===== src/rtl/type_rule_cfg_writer.sv =====
// Assembles configuration word streams into packed type rules and issues
// one-hot (or per-stage clear) write strobes to the parser's lookup tables.
module type_rule_cfg_writer #(
  parameter int STAGE_NUM  = 4,
  parameter int RULE_NUM   = 8,
  parameter int RULE_WIDTH = 72,
  parameter int CFG_WIDTH  = 32
) (
  input  logic                          i_clk,
  input  logic                          i_rst_n,
  input  logic                          i_cfg_valid,
  input  logic [CFG_WIDTH-1:0]          i_cfg_data,
  input  logic                          i_cfg_last,
  output logic                          o_cfg_ready,
  output logic [STAGE_NUM*RULE_NUM-1:0] o_rule_wren,
  output logic [RULE_WIDTH-1:0]         o_type_rule,
  output logic                          o_cfg_done,
  output logic                          o_cfg_err,
  output logic [15:0]                   o_wr_cnt
);

  localparam int BEAT_NUM = (RULE_WIDTH + CFG_WIDTH - 1) / CFG_WIDTH;
  localparam int BCW      = (BEAT_NUM > 1) ? $clog2(BEAT_NUM) : 1;
  localparam int WREN_W   = STAGE_NUM * RULE_NUM;
  localparam logic [WREN_W-1:0] ONE_SLOT  = WREN_W'(1);
  localparam logic [WREN_W-1:0] ALL_SLOTS = WREN_W'({RULE_NUM{1'b1}});

  typedef enum logic [2:0] {IDLE, COLLECT, DRAIN, WRITE, ERR} state_t;

  state_t                  state, state_n;
  logic [BCW-1:0]          beat_cnt, beat_n;
  logic [RULE_WIDTH-1:0]   rule_buf, rule_buf_n;
  logic [7:0]              stage_q, stage_n, idx_q, idx_n;
  logic                    clr_q, clr_n;
  logic [WREN_W-1:0]       wren_n;
  logic                    xfer;
  logic                    good_wr, good_clr;

  function automatic logic [15:0] sat_add16(input logic [15:0] a, input logic [15:0] inc);
    logic [16:0] s;
    s = {1'b0, a} + {1'b0, inc};
    return s[16] ? 16'hFFFF : s[15:0];
  endfunction

  assign xfer     = i_cfg_valid && o_cfg_ready;
  assign good_wr  = (i_cfg_data[31:24] == 8'h01) && (int'(i_cfg_data[23:16]) < STAGE_NUM)
                    && (int'(i_cfg_data[15:8]) < RULE_NUM);
  assign good_clr = (i_cfg_data[31:24] == 8'h02) && (int'(i_cfg_data[23:16]) < STAGE_NUM);

  always_comb begin
    state_n    = state;
    beat_n     = beat_cnt;
    rule_buf_n = rule_buf;
    stage_n    = stage_q;
    idx_n      = idx_q;
    clr_n      = clr_q;
    wren_n     = '0;
    case (state)
      IDLE: begin
        if (xfer) begin
          stage_n = i_cfg_data[23:16];
          idx_n   = i_cfg_data[15:8];
          clr_n   = (i_cfg_data[31:24] == 8'h02);
          beat_n  = '0;
          if (good_wr && !i_cfg_last)      state_n = COLLECT;
          else if (good_clr && i_cfg_last) state_n = WRITE;
          else if (i_cfg_last)             state_n = ERR;
          else                             state_n = DRAIN;
        end
      end
      COLLECT: begin
        if (xfer) begin
          // Final-beat bits beyond the rule width are simply dropped.
          for (int b = 0; b < CFG_WIDTH; b++) begin
            if (int'(beat_cnt) * CFG_WIDTH + b < RULE_WIDTH)
              rule_buf_n[int'(beat_cnt) * CFG_WIDTH + b] = i_cfg_data[b];
          end
          if (int'(beat_cnt) == BEAT_NUM - 1) state_n = i_cfg_last ? WRITE : DRAIN;
          else if (i_cfg_last)                state_n = ERR;
          else                                beat_n  = beat_cnt + BCW'(1);
        end
      end
      DRAIN: begin
        if (xfer && i_cfg_last) state_n = ERR;
      end
      WRITE:   state_n = IDLE;
      ERR:     state_n = IDLE;
      default: state_n = IDLE;
    endcase
    if (state_n == WRITE) begin
      if (clr_n) wren_n = ALL_SLOTS << (int'(stage_n) * RULE_NUM);
      else       wren_n = ONE_SLOT << (int'(stage_n) * RULE_NUM + int'(idx_n));
    end
  end

  always_ff @(posedge i_clk or negedge i_rst_n) begin
    if (!i_rst_n) begin
      state       <= IDLE;
      beat_cnt    <= '0;
      rule_buf    <= '0;
      stage_q     <= '0;
      idx_q       <= '0;
      clr_q       <= 1'b0;
      o_cfg_ready <= 1'b1;
      o_rule_wren <= '0;
      o_type_rule <= '0;
      o_cfg_done  <= 1'b0;
      o_cfg_err   <= 1'b0;
      o_wr_cnt    <= '0;
    end else begin
      state       <= state_n;
      beat_cnt    <= beat_n;
      rule_buf    <= rule_buf_n;
      stage_q     <= stage_n;
      idx_q       <= idx_n;
      clr_q       <= clr_n;
      // Outputs are decided one cycle ahead so they land exactly on WRITE/ERR.
      o_cfg_ready <= (state_n != WRITE) && (state_n != ERR);
      o_rule_wren <= wren_n;
      o_cfg_done  <= (state_n == WRITE);
      o_cfg_err   <= (state_n == ERR);
      if (state_n == WRITE) begin
        o_type_rule <= clr_n ? '0 : rule_buf_n;
        o_wr_cnt    <= sat_add16(o_wr_cnt, clr_n ? 16'(RULE_NUM) : 16'd1);
      end
    end
  end

endmodule


===== config.mk =====
export PLATFORM = sky130hd
export DESIGN_NAME = type_rule_cfg_writer
export DESIGN_NICKNAME = d
export VERILOG_FILES = /design/src/rtl/type_rule_cfg_writer.sv
export SDC_FILE = /design/constraint.sdc
export NUM_CORES = 1
export LEC_CHECK = 0
export CAP_MARGIN = 15
export CORE_MARGIN = 2
export CORE_UTILIZATION = 30
export CTS_CLUSTER_DIAMETER = 50
export CTS_CLUSTER_SIZE = 12
export DETAILED_ROUTE_END_ITERATION = 12
export DONT_BUFFER_PORTS = 1
export PLACE_DENSITY = 0.54
export SLEW_MARGIN = 20
export SYNTH_ARGS = -nofsm -noshare
export SYNTH_HDL_FRONTEND = slang
export SYNTH_SLANG_ARGS = --single-unit
export TNS_END_PERCENT = 20

===== constraint.sdc =====
create_clock -name i_clk -period 7.1 [get_ports i_clk]
set_input_delay 1.42 -clock i_clk [delete_from_list [all_inputs] [get_ports i_clk]]
set_output_delay 1.42 -clock i_clk [all_outputs]
set_load 0.05 [all_outputs]

# --- Word level (Yosys, flattened, before mapping) ---
# Cells that the tools add are included.
op_classes:
  n_mux: 218
  n_reduce_logical: 44
  shift: 2
  n_lt_le_gt_ge: 98
  eq_ne: 13
  n_addsub: 34
ops:
  columns: ["cell", "count"]
  rows:
  - ["$mux 72", 97]
  - ["$bwmux 72", 32]
  - ["$lt 32x8->1 const B", 31]
  - ["$ge 8x1->1 const B", 31]
  - ["$lt 8x8->1 const B", 31]
  - ["$demux 1 s7", 31]
  - ["$add 7x5->8 const B", 16]
  - ["$add 7x4->8 const B", 8]
  - ["$mux 32", 2]
  - ["$logic_and 1x1->1", 40]
  - ["$mux 1", 35]
  - ["$add 7x3->8 const B", 4]
  - ["$mux 8", 4]
  - ["$shl 1x12->32 const A", 1]
  - ["$shl 8x11->32 const A", 1]
  - ["$mux 3", 8]
  - ["$add 16x4->17", 1]
  - ["$add 7x2->8 const B", 2]
  - ["$mux 16", 1]
  - ["$add 11x8->12", 1]
  - ["$pmux 3 s3", 1]
  - ["$add 7x1->8 const B", 1]
  - ["$eq 8x1->1 const B", 1]
  - ["$eq 8x2->1 const B", 1]
  - ["21 further kinds", 28]
totals:
  out_inout_bits: 123
  word_cells: 421
  in_bits: 36
  ff_bits: 217

# --- Longest topological paths before layout ---
# Gate-level depths: netlist of the first run.
depth:
  word_depth: 133
  mapped_depth: 14
  mapped_depth_nobuf: 12

# --- Least setup slack after synthesis of the first run ---
# Ideal clock, no wire load.
synth_timing:
  kind: "in2reg"
  startpoint: "input i_cfg_valid"
  endpoint: "register o_rule_wren[4]"
  path_stages: 11
  path_buffers: 2
  setup_time_ps: 110
  t_arrival_ps: 4037
  slack_ps: 2953
  required_ps: 6990
  path_cell_list: "nand4bb_4 nor2_4 buf_2 buf_1 nand2_1 nand2_1 ha_1 fa_1 nand2b_1 or4_1 o41ai_1"
synth_via:
  elab_chain_cells: 7
  elab_cells_between_ends: 18
  classes_between: "1 x add/sub; 1 x eq/ne; 2 x shift; 12 x mux; 2 x reduce/logical"
synth_lines:
  columns: ["item", "line_no", "rtl"]
  rows:
  - ["start, declared", "11", "input logic i_cfg_valid,"]
  - ["$logic_and 1x1->1", "45", "assign xfer = i_cfg_valid && o_cfg_ready;"]
  - ["$mux 8", "60", "if (xfer) begin"]
  - ["$mux 8", "58", "case (state)"]
  - ["named net idx_n[3]", "33", "logic [7:0] stage_q, stage_n, idx_q, idx_n;"]
  - ["$add 11x8->12", "92", "else wren_n = ONE_SLOT << (int'(stage_n) * RULE_NUM + int'(idx_n));"]
  - ["$shl 1x12->32", "92", null]
  - ["$mux 32", "91", "if (clr_n) wren_n = ALL_SLOTS << (int'(stage_n) * RULE_NUM);"]
  - ["$mux 32", "90", "if (state_n == WRITE) begin"]
  - ["named net wren_n[4]", "35", "logic [WREN_W-1:0] wren_n;"]
  - ["end signal, assigned", "119", "o_rule_wren <= wren_n;"]
  - ["end, declared", "15", "output logic [STAGE_NUM*RULE_NUM-1:0] o_rule_wren,"]
# The timed path passes the listed nets, and every way through them passes these cells.
# A chain may end at the register's enable or synchronous reset.

# --- Final worst setup path of the first run ---
layout_timing:
  startpoint: "input i_cfg_valid"
  endpoint: "register o_wr_cnt[14]"
layout_via:
  elab_chain_cells: 6
  elab_cells_between_ends: 12
  classes_between: "1 x add/sub; 1 x eq/ne; 8 x mux; 2 x reduce/logical"
layout_lines:
  columns: ["item", "line_no", "rtl"]
  rows:
  - ["$logic_and 1x1->1", "45", null]
  - ["$mux 1", "60", null]
  - ["$mux 1", "58", null]
  - ["named net clr_n", "34", "logic clr_q, clr_n;"]
  - ["$mux 4", "124", "o_wr_cnt <= sat_add16(o_wr_cnt, clr_n ? 16'(RULE_NUM) : 16'd1);"]
  - ["$add 16x4->17", "41", "s = {1'b0, a} + {1'b0, inc};"]
  - ["$mux 16", "42", "return s[16] ? 16'hFFFF : s[15:0];"]
  - ["end signal, assigned", "124", null]
  - ["end, declared", "19", "output logic [15:0] o_wr_cnt"]
# The timed path passes the listed nets, and every way through them passes these cells.

==> results of run 1 <==
==> power groups by stage <==
stage                     registers [mW]  logic [mW]  clock network [mW]
after floorplan                     1.30       0.227                   0
after global placement              1.31       0.281                   0
after detailed placement            1.31       0.285                   0
after CTS                           1.29       0.287                1.60
after global routing                1.29       0.323                1.66
final                               1.29       0.287                1.55
==> worst max-delay path: cells and delay by family <==
kind / cells / cell delay, ns
buffers and inverters: 1 / 0.11
and+or+nand+nor: 6 / 2.23
AOI/OAI and AO/OA: 2 / 0.31
muxes: 1 / 0.50
adders and majority gates: 2 / 0.42
==> cells in the final DEF, fill, tap and decap left out, types with 3 or more instances in the layout <==
cell type and count:
sky130_fd_sc_hd__nor2_1 14, sky130_fd_sc_hd__xnor2_1 5, sky130_fd_sc_hd__o41ai_1 32, sky130_fd_sc_hd__nor3_1 8, sky130_fd_sc_hd__dfrtp_1 216, sky130_fd_sc_hd__o21a_1 3
sky130_fd_sc_hd__mux2i_1 3, sky130_fd_sc_hd__o31ai_1 4, sky130_fd_sc_hd__buf_4 8, sky130_fd_sc_hd__nand2b_1 7, sky130_fd_sc_hd__inv_2 4, sky130_fd_sc_hd__nand2_1 72
sky130_fd_sc_hd__or2_2 5, sky130_fd_sc_hd__nor4_1 9, sky130_fd_sc_hd__o21ai_0 11, sky130_fd_sc_hd__o211ai_1 3, sky130_fd_sc_hd__and4_1 3, sky130_fd_sc_hd__mux2_2 74
sky130_fd_sc_hd__clkbuf_16 31, sky130_fd_sc_hd__ha_1 12, sky130_fd_sc_hd__bufinv_16 4, sky130_fd_sc_hd__a21oi_1 15, sky130_fd_sc_hd__a31oi_1 5, sky130_fd_sc_hd__nand3_1 12
sky130_fd_sc_hd__or4_1 9, sky130_fd_sc_hd__inv_6 4, sky130_fd_sc_hd__nor4b_1 3, sky130_fd_sc_hd__clkinv_2 4, sky130_fd_sc_hd__inv_1 8, sky130_fd_sc_hd__a22o_1 73
sky130_fd_sc_hd__nor3b_1 3, sky130_fd_sc_hd__inv_8 4, sky130_fd_sc_hd__nand4_1 7, sky130_fd_sc_hd__and3_1 4, sky130_fd_sc_hd__xor2_1 7
==> metrics by stage <==
step	hold slack, ns	setup slack (ns)
after CTS	0.489	2.63
after detailed placement	0.474	2.06
after global routing	0.505	2.29
final	0.487	2.58
after floorplan	0.446	2.95
after global placement	0.469	2.25
==> flip-flops by register name (all words and copies together), names as in the netlist <==
name and cells:
o_cfg_err 1, o_rule_wren 32, o_cfg_ready 1, rule_buf 72, o_type_rule 72, stage_q 8, o_cfg_done 1, o_wr_cnt 16
clr_q 1, beat_cnt 2, state 3, idx_q 8
==> logic make-up (layout without fill, tap and decap cells) <==
family	Yosys count	in the layout	synth area share, %
flops	217	217	60.1
simple gates	168	168	9.82
compound gates	165	165	14.8
mux	78	78	9.73
buf+inv	46	71	2.34
fa+ha+maj	13	13	1.88
xor+xnor	13	13	1.26
==> worst min-delay path by stage <==
| stage | from | end | slack [ns] |
|---|---|---|---|
| 2_1_floorplan | idx_q[3]$_DFF_PN0_ | idx_q[3]$_DFF_PN0_ | 0.45 |
| 3_3_place_gp | idx_q[3]$_DFF_PN0_ | idx_q[3]$_DFF_PN0_ | 0.47 |
| 4_1_cts | idx_q[3]$_DFF_PN0_ | idx_q[3]$_DFF_PN0_ | 0.49 |
| 3_5_place_dp | idx_q[3]$_DFF_PN0_ | idx_q[3]$_DFF_PN0_ | 0.47 |
| 5_1_grt | rule_buf[37]$_DFF_PN0_ | rule_buf[37]$_DFF_PN0_ | 0.51 |
| 6_report | idx_q[3]$_DFF_PN0_ | idx_q[3]$_DFF_PN0_ | 0.49 |
==> routing by layer <==
metal	part of all wire, %	GRT usage, %	vias up
li1	-	-	2653
met1	42	19.2	3073
met2	47	23.7	171
met3	8.9	5.63	47
met4	2.8	4.85	0
met5	0	0	-
==> area by class of cell <==
class / count / area (um^2)
Clock inverter: 17 / 229
Multi-Input combinational cell: 437 / 3410
Clock buffer: 34 / 807
Sequential cell: 217 / 5430
Inverter: 12 / 45.0
Timing Repair Buffer: 8 / 60.1
Tap cell: 390 / 488
Fill cell: 2953 / 19200
==> results.yml, run 1 <==
status:
  outcome: "complete, no violations"
synth:
  synth_top_area_share_pct: 59.9
  mappedNetlistNets: 749
  yosys_warnings: 0
  synth_top_cells_by_count: "sky130_fd_sc_hd__dfrtp_1 (216), sky130_fd_sc_hd__mux2_2 (74), sky130_fd_sc_hd__a22o_1 (73)"
  syn-cell-area_mm2: 0.00903
  count_of_flip_flops_with_a_built_in_enable_after_synthesis: 0
  synth_flop_type: "sky130_fd_sc_hd__dfrtp_1"
  synth_area_per_cell_um2: 12.9
  ys_ff_latch: 217
  fraction_of_the_yosys_area_taken_by_sequential_cells_pct: 60.1
  netlist-cell-type-count: 60
  ys_top_cells_by_area: "sky130_fd_sc_hd__dfrtp_1 (60%), sky130_fd_sc_hd__mux2_2 (9.2%), sky130_fd_sc_hd__a22o_1 (7.1%)"
  netlist.top_cell.by_area: "sky130_fd_sc_hd__dfrtp_1"
  synth_async_sr_flop_share_pct: 100
  synthMostInstantiatedCell: "sky130_fd_sc_hd__dfrtp_1"
  postSynthCellCount: 700
power_and_ir_drop:
  peakVddDrop_v: 0.000164
  pwr-share-seq_pct: 41.2
  switchingPower_mw: 0.798
  internal_power_mw: 2.33
  total_power_mw: 3.13
  share_clk_of_total_power_pct: 49.7
  power.share.switching_pct: 25.5
  power_frac_comb_pct: 9.2
  leakage_power_of_the_design_nw: 4.97
  power_density_mw_per_mm2: 299
floorplan:
  design.core.area_mm2: 0.0296
  initial_utilization_pct: 30.5
  floorplan.die_area_mm2: 0.0315
  pin_count: 159
  die-width_um: 178
  number_of_cell_rows: 63
  fp.dieH_um: 178
grt:
  grt_util_all_layers_pct: 15.1
  via_count_of_the_first_global_routing_pass: 6270
  grt_remaining_overflow: 0
  grt_pass1_wl_mm: 37.2
  grt_max_degree: 218
  number_of_antenna_violations_at_the_first_check_in_global_routing: 0
sta:
  max_slew_margin_pct: 33.0
  timing.final.crit_period_ns: 4.52
  timing.fmax_ghz: 0.221
  hold_viol: 0
  final_setup_violation_count: 0
  period_share_pct: 63.7
  report.final.slew_viol_count: 0
  timing_worst_slew_pin_value_ns: 0.995
  finClkSkew_ns: 0.0165
  grt_setup_unrepaired: "false"
  timing.setup.tns_ns: 0
final_layout:
  layout.cells.non_filler: 1115
  number_of_antenna_diodes: 0
  layout.core_utilization_pct: 35.3
  layout.cell_area.non_filler_mm2: 0.0105
  layout-area-overhead-vs-synth_pct: 16.0
  num-nets-final: 755
  fraction_of_layout_instances_using_a_drive_strength_above_1_pct: 21.5
clock_tree:
  post_cts.repair.setup_buffers: 0
  ctsLongestPathBuffers: 3
  cts-htree-levels: 1
  tritoncts_num_sinks: 217
  cts_tree: "yes"
  clock-root-buffer: "sky130_fd_sc_hd__clkbuf_16"
  insertion_delay_ns: 0.55
  clk_pin_slew_worst_paths_ns: 0.06
  postCtsHoldBufs: 0
  tritoncts.num_buffers: 30
  cts_resized: 0
worst_setup_path:
  critical_path.cell_chain: "nand4bb_4 -> nor2_4 -> mux2_2 -> inv_2 -> ha_1 -> ha_1 -> a31o_2 -> nand2_1 -> nor4_1 -> nand2_1 -> nor3b_1 -> a21oi_1"
  setup.worst_path.end_class: "flip-flop"
  worstSetupStartpointType: "input port"
  critical_path.reg2reg.startpoint: "o_cfg_ready$_DFF_PN1_"
  worst_setup_path_endpoint: "o_wr_cnt[14]$_DFFE_PN0P_"
  worst-endpoint-required_ns: 7.58
  critical_path.startpoint: "i_cfg_valid"
  worst-r2r-setup-slack_ns: 2.63
  arrival_ns: 5.00
  ff2ff_path_depth: 12
  cpMaxStageDelayCell: "sky130_fd_sc_hd__nor4_1"
  timing.rr.end: "o_wr_cnt[14]$_DFFE_PN0P_"
  max_stage_delay_ns: 0.79
  crit_type: "in -> reg"
  cp_max_fo: 26
drt:
  route.detailed.vias_per_inst: 5.33
  route.vias.total: 5944
  detail-route-antenna-nets: 0
  drt_pass1_iterations: 5
  drc: 0
  postRouteWirelength_mm: 23.7
  initialDrtViolationCount: 328
  detail_route.wl_per_cell_um: 21.2
place:
  dp_hpwl_mm: 15.4
  routability_congestion_estimate: 0.768
  postPlaceCellArea_mm2: 0.00944
  post-place-cells: 1064
  io_buffers: 0
flow_run:
  max_cap_viol_count: 0
worst_hold_path:
  min_path_cells: 2
  hold_path.class: "reg -> reg"
Power figures use the tool's default switching activity.
==> run 2, diff against run 1 <==
Settings changed: PLACE_DENSITY 0.54 to 0.55.
Clock period 7.1 ns to 3.9 ns, I/O delays scaled along.
==> run 2 against run 1 <==
Net effect:
- the flow now finishes with violations (hold timing)
- largest cell class unchanged
- core utilization about the same
- critical path type is now reg -> reg
- flip-flop and latch count unchanged
- power increased by 73%
- via count decreased by 0.15%
==> results.yml, run 2 (same netlist as run 1, synthesis figures left out) <==
sta:
  timing_worst_slew_pin_value_ns: 0.888
  finClkSkew_ns: 0.0222
  timing.hold.ws_ns: -0.0474
  layout_setup_ws_ns: 0.323
  max_slew_margin_pct: 40.5
  hold_viol: 31
  period_share_pct: 91.7
  grt_setup_unrepaired: "false"
  final_setup_violation_count: 0
  timing.fmax_ghz: 0.280
  timing.final.crit_period_ns: 3.58
  report.final.slew_viol_count: 0
clock_tree:
  tritoncts.num_buffers: 29
  ctsLongestPathBuffers: 3
  insertion_delay_ns: 0.55
  clock-root-buffer: "sky130_fd_sc_hd__clkbuf_16"
  post_cts.repair.setup_buffers: 0
  cts_tree: "yes"
  clk_pin_slew_worst_paths_ns: 0.06
  cts-htree-levels: 1
  tritoncts_num_sinks: 217
grt:
  grt_pass1_wl_mm: 36.0
  grt_max_degree: 218
  grt_remaining_overflow: 0
  grt_util_all_layers_pct: 14.7
  number_of_antenna_violations_at_the_first_check_in_global_routing: 0
  via_count_of_the_first_global_routing_pass: 5988
worst_setup_path:
  crit_type: "reg -> reg"
  cpMaxStageDelayCell: "sky130_fd_sc_hd__xnor2_2"
  critical_path.cell_chain: "nand4bb_4 -> nor2_4 -> mux2i_1 -> inv_2 -> ha_1 -> fa_1 -> nand2_1 -> o311ai_0 -> o211ai_1 -> xnor2_2 -> buf_4 -> o41ai_1"
  worstSetupStartpointType: "flip-flop"
  worst-endpoint-required_ns: 4.31
  cp_max_fo: 20
  max_stage_delay_ns: 0.72
  arrival_ns: 3.99
  setup.worst_path.end_class: "flip-flop"
final_layout:
  num-nets-final: 766
  fraction_of_layout_instances_using_a_drive_strength_above_1_pct: 22.6
  seq_area_mm2: 0.00543
  multiInputGateArea_mm2: 0.00342
  layout-area-overhead-vs-synth_pct: 15.9
  number_of_antenna_diodes: 0
  final_common_cell: "sky130_fd_sc_hd__dfrtp_1"
  most-common-layout-cells: "sky130_fd_sc_hd__dfrtp_1 (216), sky130_fd_sc_hd__mux2_2 (74), sky130_fd_sc_hd__a22o_1 (73), sky130_fd_sc_hd__nand2_1 (72), sky130_fd_sc_hd__o41ai_1 (32)"
  layout.cell_area.non_filler_mm2: 0.0105
  largest_registers: "o_type_rule x72, rule_buf x72, o_rule_wren x32"
  fillerInstances: 2934
place:
  dp_hpwl_mm: 15.2
  postPlaceCellArea_mm2: 0.00954
  routability_congestion_estimate: 0.781
  io_buffers: 0
  place_worst_setup_slack_ns: -0.0408
drt:
  postRouteWirelength_mm: 23.5
  route.detailed.vias_per_inst: 5.28
  route.vias.total: 5935
  detail-route-antenna-nets: 0
  detail_route.wl_per_cell_um: 20.9
  drc: 0
  initialDrtViolationCount: 375
  drt_pass1_iterations: 4
power_and_ir_drop:
  peakVddDrop_v: 0.000272
  power_density_mw_per_mm2: 516
  leakage_power_of_the_design_nw: 4.97
flow_run:
  max_cap_viol_count: 0
floorplan:
  number_of_cell_rows: 63
  fp.dieH_um: 178
  initial_utilization_pct: 30.5
  design.core.area_mm2: 0.0296
  floorplan.die_area_mm2: 0.0315
  die-width_um: 178
  pin_count: 159
status:
  outcome: "complete, but fails checks"
  failed_checks: "hold timing"
worst_hold_path:
  hold_path.class: "in -> async"
-- run 2: cell types whose count changed in the layout (fill, tap and decap cells not counted), sizes merged --
cell / delta
clkinv: -1
inv: -1
bufinv: -3
clkinvlp: +3
buf: +12
clkbuf: -1
-- run 2: final timing paths --
kind,startpoint,end,slack (ns),cells after the start
setup / recovery,state[1]$_DFF_PN0_,o_rule_wren[28]$_DFF_PN0_,0.32,12
hold reg to reg,rule_buf[40]$_DFF_PN0_,rule_buf[40]$_DFF_PN0_,0.49,1
hold / removal,i_rst_n,idx_q[2]$_DFF_PN0_,-0.05,0
max in group asynchronous,i_rst_n,rule_buf[29]$_DFF_PN0_,3.27,0
min in group i_clk,i_cfg_data[23],stage_q[7]$_DFF_PN0_,0.36,2
setup reg to reg,state[1]$_DFF_PN0_,o_rule_wren[28]$_DFF_PN0_,0.32,12
-- run 2: through the flow --
step                      total power, mW  cells  utilization [%]  setup TNS [ns]
after global routing                 5.65   1124             35.3               0
after CTS                            5.48   1124             35.3               0
after detailed placement             2.91   1076             32.2         -0.0763
after global placement               2.91   1076             32.2               0
final                                5.40   1124             35.3               0
after floorplan                      2.79    700                -               0
-- run 2: what timing repair did --
| action | CTS | global route |
|---|---|---|
| hold endpoints to repair | 216 | 216 |
| endpoints found under the setup margin | 0 | 7 |
| gates resized for setup | 0 | 1 |
-- run 2: layout make-up --
| class | instances | share of cell area (%) |
|---|---|---|
| Clock buffer | 33 | 7.36 |
| Clock inverter | 15 | 1.41 |
| Inverter | 12 | 0.430 |
| Multi-Input combinational cell | 437 | 32.7 |
| Sequential cell | 217 | 51.9 |
| Tap cell | 390 | 4.66 |
| Timing Repair Buffer | 20 | 1.55 |
-- run 2: report_power, final --
group	internal [mW]	total (mW)	leakage [nW]	switching, mW
combinational	0.193	0.539	1.52	0.345
clock	1.50	2.52	0.448	1.03
sequential	2.30	2.34	2.99	0.0418
-- run 2: metal layers --
layer | global-route usage, % | up-vias | wire, um
met5 | 0 | - | 0
met4 | 3.79 | 0 | 383
met3 | 4.52 | 32 | 1910
met2 | 22.7 | 170 | 10900
met1 | 19.9 | 3049 | 10300
li1 | - | 2684 | -
-- run 2: worst max-delay path: cells and delay by family, from the launching register on --
kind                     cells  cell delay (ns)
AO/OA/AOI/OAI                3             0.59
XOR/XNOR                     1             0.72
adder cells (fa/ha/maj)      2             0.41
buffers and inverters        2             0.44
flip-flops                   1             0.46
multiplexers                 1             0.15
AND/OR/NAND/NOR              3             0.64
